### config.mk
export PLATFORM = sky130hd
export DESIGN_NAME = serdes_rx_framer_flat
export DESIGN_NICKNAME = d
export VERILOG_FILES = /design/src/rtl/serdes_rx_framer_pkg.sv /design/src/rtl/serdes_rx_framer_if.sv /design/src/rtl/serdes_rx_framer_rx_spec_buffer.sv /design/src/rtl/serdes_rx_framer.sv /design/src/flat_wrapper.sv
export SDC_FILE = /design/constraint.sdc
export NUM_CORES = 1
export LEC_CHECK = 0
export CORE_ASPECT_RATIO = 1.5
export CORE_MARGIN = 3
export CORE_UTILIZATION = 55
export CTS_CLUSTER_SIZE = 24
export DETAILED_ROUTE_END_ITERATION = 10
export GPL_TIMING_DRIVEN = 0
export PLACE_DENSITY = 0.73
export SYNTH_ARGS = -nofsm -noshare
export SYNTH_HDL_FRONTEND = slang
export SYNTH_SLANG_ARGS = --single-unit
### constraint.sdc
create_clock -name clk_i -period 6.5 [get_ports clk_i]
set_clock_uncertainty 0.2 [all_clocks]
set_input_delay 0.65 -clock clk_i [delete_from_list [all_inputs] [get_ports clk_i]]
set_output_delay 0.65 -clock clk_i [all_outputs]
set_load 0.1 [all_outputs]
### src/rtl/serdes_rx_framer_pkg.sv
// Shared types and constants for the serdes receive framer.
package serdes_frame_pkg;

  // Framer FSM states.
  typedef enum logic [1:0] {
    HUNT,
    LEN,
    PAYLOAD,
    CHECK
  } state_e;

  // Reason recorded for the most recently discarded frame.
  typedef enum logic [1:0] {
    ERR_NONE,
    ERR_LEN,
    ERR_CSUM,
    ERR_OVF
  } err_code_e;

  // Default start-of-frame marker.
  localparam logic [7:0] DEFAULT_SOF = 8'hA5;

endpackage

### src/rtl/serdes_rx_framer_if.sv
// Valid/ready payload stream from the framer to its consumer.
// The framer drives data/last/valid; the consumer returns ready.
interface serdes_rx_framer_if #(
  parameter int DATA_WIDTH = 8
);
  logic [DATA_WIDTH-1:0] data;
  logic                  last;
  logic                  valid;
  logic                  ready;

  modport master (output data, output last, output valid, input ready);
  modport slave  (input data, input last, input valid, output ready);
endinterface

### src/rtl/serdes_rx_framer_rx_spec_buffer.sv
// Speculative payload buffer: words are written at wr_spec and only become
// visible to the reader once wr_commit is moved up to wr_spec. A rollback
// throws away everything written since the last commit.
module rx_spec_buffer #(
  parameter int DATA_WIDTH = 8,
  parameter int BUF_DEPTH  = 16
) (
  input  logic                  clk_i,
  input  logic                  rst_i,
  input  logic                  wr_i,
  input  logic [DATA_WIDTH-1:0] wr_data_i,
  input  logic                  wr_last_i,
  input  logic                  commit_i,
  input  logic                  rollback_i,
  input  logic                  pop_i,
  output logic                  full_o,
  output logic                  empty_o,
  output logic [DATA_WIDTH-1:0] rd_data_o,
  output logic                  rd_last_o
);

  localparam int AW = $clog2(BUF_DEPTH);
  localparam int PW = AW + 1;

  // Each entry carries the end-of-frame flag alongside the payload word.
  logic [DATA_WIDTH:0] mem [BUF_DEPTH];

  logic [PW-1:0] wr_spec_q, wr_spec_d;
  logic [PW-1:0] wr_commit_q, wr_commit_d;
  logic [PW-1:0] rd_q, rd_d;
  logic [PW-1:0] occupancy;
  logic          pop_eff;

  assign empty_o   = (rd_q == wr_commit_q);
  assign pop_eff   = pop_i && !empty_o;
  assign occupancy = wr_spec_q - rd_q;
  // A pop in this cycle frees its slot for a write in the same cycle.
  assign full_o    = ((occupancy - PW'(pop_eff)) == PW'(BUF_DEPTH));

  assign {rd_last_o, rd_data_o} = mem[rd_q[AW-1:0]];

  // Pointer next-state: write, rollback, commit and pop.
  always_comb begin
    wr_spec_d   = wr_spec_q;
    wr_commit_d = wr_commit_q;
    rd_d        = rd_q;
    if (wr_i)       wr_spec_d   = wr_spec_q + PW'(1);
    if (rollback_i) wr_spec_d   = wr_commit_q;
    if (commit_i)   wr_commit_d = wr_spec_q;
    if (pop_eff)    rd_d        = rd_q + PW'(1);
  end

  // Pointer registers.
  always_ff @(posedge clk_i) begin
    if (rst_i) begin
      wr_spec_q   <= '0;
      wr_commit_q <= '0;
      rd_q        <= '0;
    end else begin
      wr_spec_q   <= wr_spec_d;
      wr_commit_q <= wr_commit_d;
      rd_q        <= rd_d;
    end
  end

  // Storage write; contents are intentionally not reset.
  always_ff @(posedge clk_i) begin
    if (wr_i) mem[wr_spec_q[AW-1:0]] <= {wr_last_i, wr_data_i};
  end

endmodule

### src/rtl/serdes_rx_framer.sv
// Receive framer: hunts for SOF, reads a length, buffers the payload
// speculatively and releases it only when the XOR checksum matches.
// Optional frame statistics counters: define SERDES_RX_FRAMER_STATS_EN.
module serdes_rx_framer
  import serdes_frame_pkg::*;
#(
  parameter int                    DATA_WIDTH = 8,
  parameter int                    BUF_DEPTH  = 16,
  parameter int                    MAX_LEN    = 15,
  parameter logic [DATA_WIDTH-1:0] SOF_WORD   = DATA_WIDTH'(DEFAULT_SOF)
) (
  input  logic                      clk_i,
  input  logic                      rst_i,
  input  logic [DATA_WIDTH-1:0]     data_i,
  input  logic                      valid_i,
  serdes_rx_framer_if.master        out_if,
  output logic                      frame_ok_o,
  output logic                      err_o,
  output logic [1:0]                err_code_o
`ifdef SERDES_RX_FRAMER_STATS_EN
  ,
  output logic [15:0]               good_cnt_o,
  output logic [15:0]               bad_cnt_o
`endif
);

  localparam logic [DATA_WIDTH-1:0] MAX_LEN_W = DATA_WIDTH'(MAX_LEN);
  localparam logic [DATA_WIDTH-1:0] ONE       = DATA_WIDTH'(1);

  state_e                state_q, state_d;
  err_code_e             err_code_q, err_code_d;
  logic [DATA_WIDTH-1:0] len_q, len_d;
  logic [DATA_WIDTH-1:0] cnt_q, cnt_d;
  logic [DATA_WIDTH-1:0] acc_q, acc_d;
  logic                  frame_ok_q, frame_ok_d;
  logic                  err_q, err_d;

  logic buf_wr, buf_commit, buf_rollback, buf_full, buf_empty, buf_pop, wr_last;

  assign buf_pop      = out_if.valid && out_if.ready;
  assign out_if.valid = !buf_empty;
  assign wr_last      = (cnt_q == len_q - ONE);

  rx_spec_buffer #(
    .DATA_WIDTH (DATA_WIDTH),
    .BUF_DEPTH  (BUF_DEPTH)
  ) u_buf (
    .clk_i      (clk_i),
    .rst_i      (rst_i),
    .wr_i       (buf_wr),
    .wr_data_i  (data_i),
    .wr_last_i  (wr_last),
    .commit_i   (buf_commit),
    .rollback_i (buf_rollback),
    .pop_i      (buf_pop),
    .full_o     (buf_full),
    .empty_o    (buf_empty),
    .rd_data_o  (out_if.data),
    .rd_last_o  (out_if.last)
  );

  // Frame delineation; only words with valid_i set move the FSM.
  always_comb begin
    state_d      = state_q;
    len_d        = len_q;
    cnt_d        = cnt_q;
    acc_d        = acc_q;
    err_code_d   = err_code_q;
    frame_ok_d   = 1'b0;
    err_d        = 1'b0;
    buf_wr       = 1'b0;
    buf_commit   = 1'b0;
    buf_rollback = 1'b0;
    if (valid_i) begin
      case (state_q)
        HUNT: begin
          if (data_i == SOF_WORD) state_d = LEN;
        end
        LEN: begin
          if (data_i == '0 || data_i > MAX_LEN_W) begin
            err_d      = 1'b1;
            err_code_d = ERR_LEN;
            state_d    = HUNT;
          end else begin
            len_d   = data_i;
            cnt_d   = '0;
            acc_d   = '0;
            state_d = PAYLOAD;
          end
        end
        PAYLOAD: begin
          if (buf_full) begin
            // No room: drop the whole frame; its tail is hunted as noise.
            buf_rollback = 1'b1;
            err_d        = 1'b1;
            err_code_d   = ERR_OVF;
            state_d      = HUNT;
          end else begin
            buf_wr = 1'b1;
            acc_d  = acc_q ^ data_i;
            cnt_d  = cnt_q + ONE;
            if (wr_last) state_d = CHECK;
          end
        end
        CHECK: begin
          if (data_i == acc_q) begin
            buf_commit = 1'b1;
            frame_ok_d = 1'b1;
          end else begin
            buf_rollback = 1'b1;
            err_d        = 1'b1;
            err_code_d   = ERR_CSUM;
          end
          state_d = HUNT;
        end
        default: state_d = HUNT;
      endcase
    end
  end

  // FSM and status registers.
  always_ff @(posedge clk_i) begin
    if (rst_i) begin
      state_q    <= HUNT;
      err_code_q <= ERR_NONE;
      len_q      <= '0;
      cnt_q      <= '0;
      acc_q      <= '0;
      frame_ok_q <= 1'b0;
      err_q      <= 1'b0;
    end else begin
      state_q    <= state_d;
      err_code_q <= err_code_d;
      len_q      <= len_d;
      cnt_q      <= cnt_d;
      acc_q      <= acc_d;
      frame_ok_q <= frame_ok_d;
      err_q      <= err_d;
    end
  end

  assign frame_ok_o = frame_ok_q;
  assign err_o      = err_q;
  assign err_code_o = err_code_q;

`ifdef SERDES_RX_FRAMER_STATS_EN
  logic [15:0] good_cnt_q, good_cnt_d;
  logic [15:0] bad_cnt_q, bad_cnt_d;

  // Saturating good/bad frame counters, updated alongside the pulses.
  always_comb begin
    good_cnt_d = good_cnt_q;
    bad_cnt_d  = bad_cnt_q;
    if (frame_ok_d && good_cnt_q != 16'hFFFF) good_cnt_d = good_cnt_q + 16'd1;
    if (err_d && bad_cnt_q != 16'hFFFF)       bad_cnt_d  = bad_cnt_q + 16'd1;
  end

  // Counter registers.
  always_ff @(posedge clk_i) begin
    if (rst_i) begin
      good_cnt_q <= '0;
      bad_cnt_q  <= '0;
    end else begin
      good_cnt_q <= good_cnt_d;
      bad_cnt_q  <= bad_cnt_d;
    end
  end

  assign good_cnt_o = good_cnt_q;
  assign bad_cnt_o  = bad_cnt_q;
`endif

endmodule

### src/flat_wrapper.sv
// flat-port wrapper written by rule: the top's interface ports become plain ports
module serdes_rx_framer_flat import serdes_frame_pkg::*;
#(
  parameter int                    DATA_WIDTH = 8,
  parameter int                    BUF_DEPTH  = 16,
  parameter int                    MAX_LEN    = 15,
  parameter logic [DATA_WIDTH-1:0] SOF_WORD   = DATA_WIDTH'(DEFAULT_SOF)
)
  (clk_i, rst_i, data_i, valid_i, frame_ok_o, err_o, err_code_o, out_if_data, out_if_last, out_if_valid, out_if_ready);
  serdes_rx_framer_if #(.DATA_WIDTH(DATA_WIDTH)) out_if_i ();
  input  logic clk_i;
  input  logic rst_i;
  input  logic [DATA_WIDTH-1:0] data_i;
  input  logic valid_i;
  output logic frame_ok_o;
  output logic err_o;
  output logic [1:0] err_code_o;
  output wire logic [$bits(out_if_i.data)-1:0] out_if_data;
  output wire logic [$bits(out_if_i.last)-1:0] out_if_last;
  output wire logic [$bits(out_if_i.valid)-1:0] out_if_valid;
  input wire logic [$bits(out_if_i.ready)-1:0] out_if_ready;
  assign out_if_data = out_if_i.data;
  assign out_if_last = out_if_i.last;
  assign out_if_valid = out_if_i.valid;
  assign out_if_i.ready = out_if_ready;
  serdes_rx_framer #(.DATA_WIDTH(DATA_WIDTH), .BUF_DEPTH(BUF_DEPTH), .MAX_LEN(MAX_LEN), .SOF_WORD(SOF_WORD)) u_core (.clk_i(clk_i), .rst_i(rst_i), .data_i(data_i), .valid_i(valid_i), .out_if(out_if_i), .frame_ok_o(frame_ok_o), .err_o(err_o), .err_code_o(err_code_o));
endmodule
==> flow_metrics.env <==
export IMPL_critPathLaunchType="primary input"
export IMPL_root_buffer="clkbuf_16"
export IMPL_globalplace_congestion=0.8462
export IMPL_synth_nets=588
export IMPL_grt_max_degree=23
export IMPL_cts_max_path_buffers=2
export IMPL_cp_max_fo=9
export IMPL_holdWs_ns=0.2842
export IMPL_drc_errors=0
export IMPL_layout_commonest_cell="edfxtp_1"
export IMPL_grt_overflow_total=0
export IMPL_ys_dominant_reg_cell="edfxtp_1"
export IMPL_syn2layout_area_growth_pct=12.31
export IMPL_htreeDepth=4
export IMPL_finalWorstSetupSlack_ns=1.082
export IMPL_dpl_worst_slack_ns=0.6605
export IMPL_hold_depth=1
export IMPL_dieArea_sq_um=17050
export IMPL_cts_tree="done"
export IMPL_power_leakage_nw=3.194
export IMPL_synth_cells=554
export IMPL_dpl_hpwl_um=11970
export IMPL_min_from="u_core.len_q[7]$_SDFFE_PP0P_"
export IMPL_clock_sinks=193
export IMPL_clk_latency_ns=0.42
export IMPL_drtIter0Drc=289
export IMPL_ys_seq_elements=193
export IMPL_synth_yosys_seq_area_share=0.6227
export IMPL_async_flop_share=0
export IMPL_grt_pass1_vias=4982
export IMPL_crit_chain="clkdlybuf4s50_1, inv_1, a41oi_1, inv_1, fa_1, inv_1, ha_1, or2_2, fa_1, nand2b_1, a21oi_1, xor2_1, o211ai_1, nor3_1, and2_1"
export IMPL_slew_violations=0
export IMPL_grt_pass1_wl_um=27880
export IMPL_io_pins=26
export IMPL_nets=631
export IMPL_track_usage=0.2208
export IMPL_crit_buf_inv=4
export IMPL_firstDrtPassIters=4
export IMPL_vias=4774
export IMPL_final_area_sq_um=9568
export IMPL_fin_util=0.6320
export IMPL_yosysWarnings=0
export IMPL_io_buffers=24
export IMPL_reg2reg_from="u_core.u_buf.rd_q[0]$_SDFFE_PP0P_"
export IMPL_ir_drop_uv=169.9
export IMPL_ys_types=65
export IMPL_antenna_found_initial=0
export IMPL_nFillCells=1113
export IMPL_regToRegSetupSlack_ns=1.08
export IMPL_required_ns=6.35
export IMPL_status="completed"
export IMPL_hold_path_class="register to register"
export IMPL_syn_area_per_cell_sq_um=15.38
export IMPL_final_layout_size_suffix_gt1_frac=0.1721
export IMPL_drv_cap=0
export IMPL_postCtsResizedCells=0
export IMPL_relSlewSlack=0.3159
export IMPL_cts_made_buffers=17
export IMPL_r2r_end="u_core.u_buf.mem[1][6]$_DFFE_PP_"
export IMPL_cellPowerDensity_nw_per_um2=245.2
export IMPL_path_delay_family="simple AND/OR/NAND/NOR gates"
export IMPL_cp_end_kind="register"
export IMPL_worstPathArrival_ns=5.27
export IMPL_clk_pin_slew_ns=0.07
export IMPL_rows=55
export IMPL_antenna_left=0
export IMPL_worstRegToRegCells=15
export IMPL_max_freq_mhz=184.6
export IMPL_finalHoldViolations=0
export IMPL_drt_wl_total_um=17330
export IMPL_initial_core_util=0.5627
export IMPL_placed_cell_area_sq_um=9009
export IMPL_cp_slowest_stage_delay_ns=0.55
export IMPL_most_common_layout_cells="edfxtp_1 (144), dfxtp_1 (49), mux4_2 (45)"
export IMPL_die_h_um=158.4
export IMPL_critPathKind="primary input to register"
export IMPL_rsz0062_at_grt="no"
export IMPL_antennaDiodeCount=0
export IMPL_wl_per_cell_um=21.42
export IMPL_cp_slowest_cell="fa_1"
export IMPL_min_to="u_core.len_q[7]$_SDFFE_PP0P_"
export IMPL_holdBufCountCts=0
export IMPL_core_area_sq_um=15140
export IMPL_post_route_period_util=0.8336
export IMPL_final_setup_tns_ns=0
export IMPL_die_x_um=107.6
export IMPL_path_common_cell="inv_1"
export IMPL_setup_violations=0
export IMPL_viasPerCell=5.901
export IMPL_tightest_slew_ns=1.023
export IMPL_synth_edf_count=144
export IMPL_syn_cell_area_sq_um=8519
export IMPL_finalCriticalPeriod_ns=5.418
export IMPL_postCtsSetupRepairBufs=0
[where the power goes]
part	total, mW	switching, mW	leakage [nW]	internal [mW]
sequential	1.32	0.0000899	1.72	1.32
clock	0.984	0.450	0.262	0.534
combinational	0.0420	0.0308	1.22	0.0112
total	2.35	0.481	3.19	1.86
[Yosys cell counts (all sizes together), types with 4 or more instances]
library cell	instances	area share
edfxtp	144	0.51
dfxtp	49	0.12
mux4	45	0.12
nor2	39	0.017
inv	28	0.012
xor2	23	0.024
and2	21	0.015
ha	20	0.029
xnor2	14	0.017
a21oi	12	0.0070
buf	11	0.0078
nor3	11	0.0070
nor2b	10	0.0073
clkbuf	9	0.0040
nand3	9	0.0059
nand2	8	0.0035
nand4	8	0.0059
o21ai	8	0.0051
o22ai	8	0.0059
a22o	7	0.0075
nor4	7	0.0051
a311oi	6	0.0062
and3	6	0.0044
mux2i	6	0.0070
a2111oi	4	0.0078
nand2b	4	0.0029
[routing by layer]
metal  GRT usage  vias up  share of wire
met4     0.05295        0         0.0096
met3     0.03651       16          0.031
met2      0.4170      102           0.57
met1      0.2618     2429           0.39
li1            -     2227              -
met5           0        -              0
[kinds of logic after synthesis]
kind of cell | synth area share
simple gates | 0.08092
compound gates | 0.06844
mux | 0.1287
buf+inv | 0.02408
flops | 0.6227
xor+xnor | 0.04112
fa+ha+maj | 0.03407
[worst max-delay path by stage]
| stage | depth (start not counted) | end | from | slack (ns) |
|---|---|---|---|---|
| CTS | 15 | u_core.u_buf.mem[5][8]$_DFFE_PP_ | u_core.u_buf.rd_q[0]$_SDFFE_PP0P_ | 1.08 |
| global placement | 15 | u_core.u_buf.mem[4][3]$_DFFE_PP_ | out_if_ready | 0.78 |
| finish | 15 | u_core.u_buf.mem[1][6]$_DFFE_PP_ | out_if_ready | 1.08 |
| global route | 15 | u_core.u_buf.mem[5][2]$_DFFE_PP_ | u_core.u_buf.rd_q[0]$_SDFFE_PP0P_ | 0.70 |
| detailed placement | 15 | u_core.u_buf.mem[5][4]$_DFFE_PP_ | out_if_ready | 0.66 |
| floorplan | 14 | u_core.u_buf.mem[11][0]$_DFFE_PP_ | out_if_ready | 1.80 |
[registers in the layout, summed over array words and instances, names as in the netlist, named ones only]
name,count
u_core.u_buf.wr_commit_q,5
u_core.acc_q,8
u_core.err_o,1
u_core.u_buf.rd_q,5
u_core.frame_ok_o,1
u_core.u_buf.wr_spec_q,5
u_core.u_buf.mem,144
u_core.state_q,2
u_core.err_code_o,2
u_core.cnt_q,8
u_core.len_q,8
[cell type report]
cell class              count  area [sq um]  share of cell area
inverters                  28         105.1             0.01098
clock inverters            14         130.1             0.01360
flip-flops and latches    193          5305              0.5545
clock buffers              18         429.2             0.04485
well taps                 199         249.0             0.02602
plain buffers              20         100.1             0.01046
repair buffers             24         240.2             0.02511
multi-input cells         313          3009              0.3145
[stage by stage]
stage	total power, mW	instances
after global routing	2.410	809
after global placement	1.387	777
after detailed placement	1.389	777
after CTS	2.358	809
after floorplan	1.360	554
final	2.346	809
(Power assumes the default switching activity.)
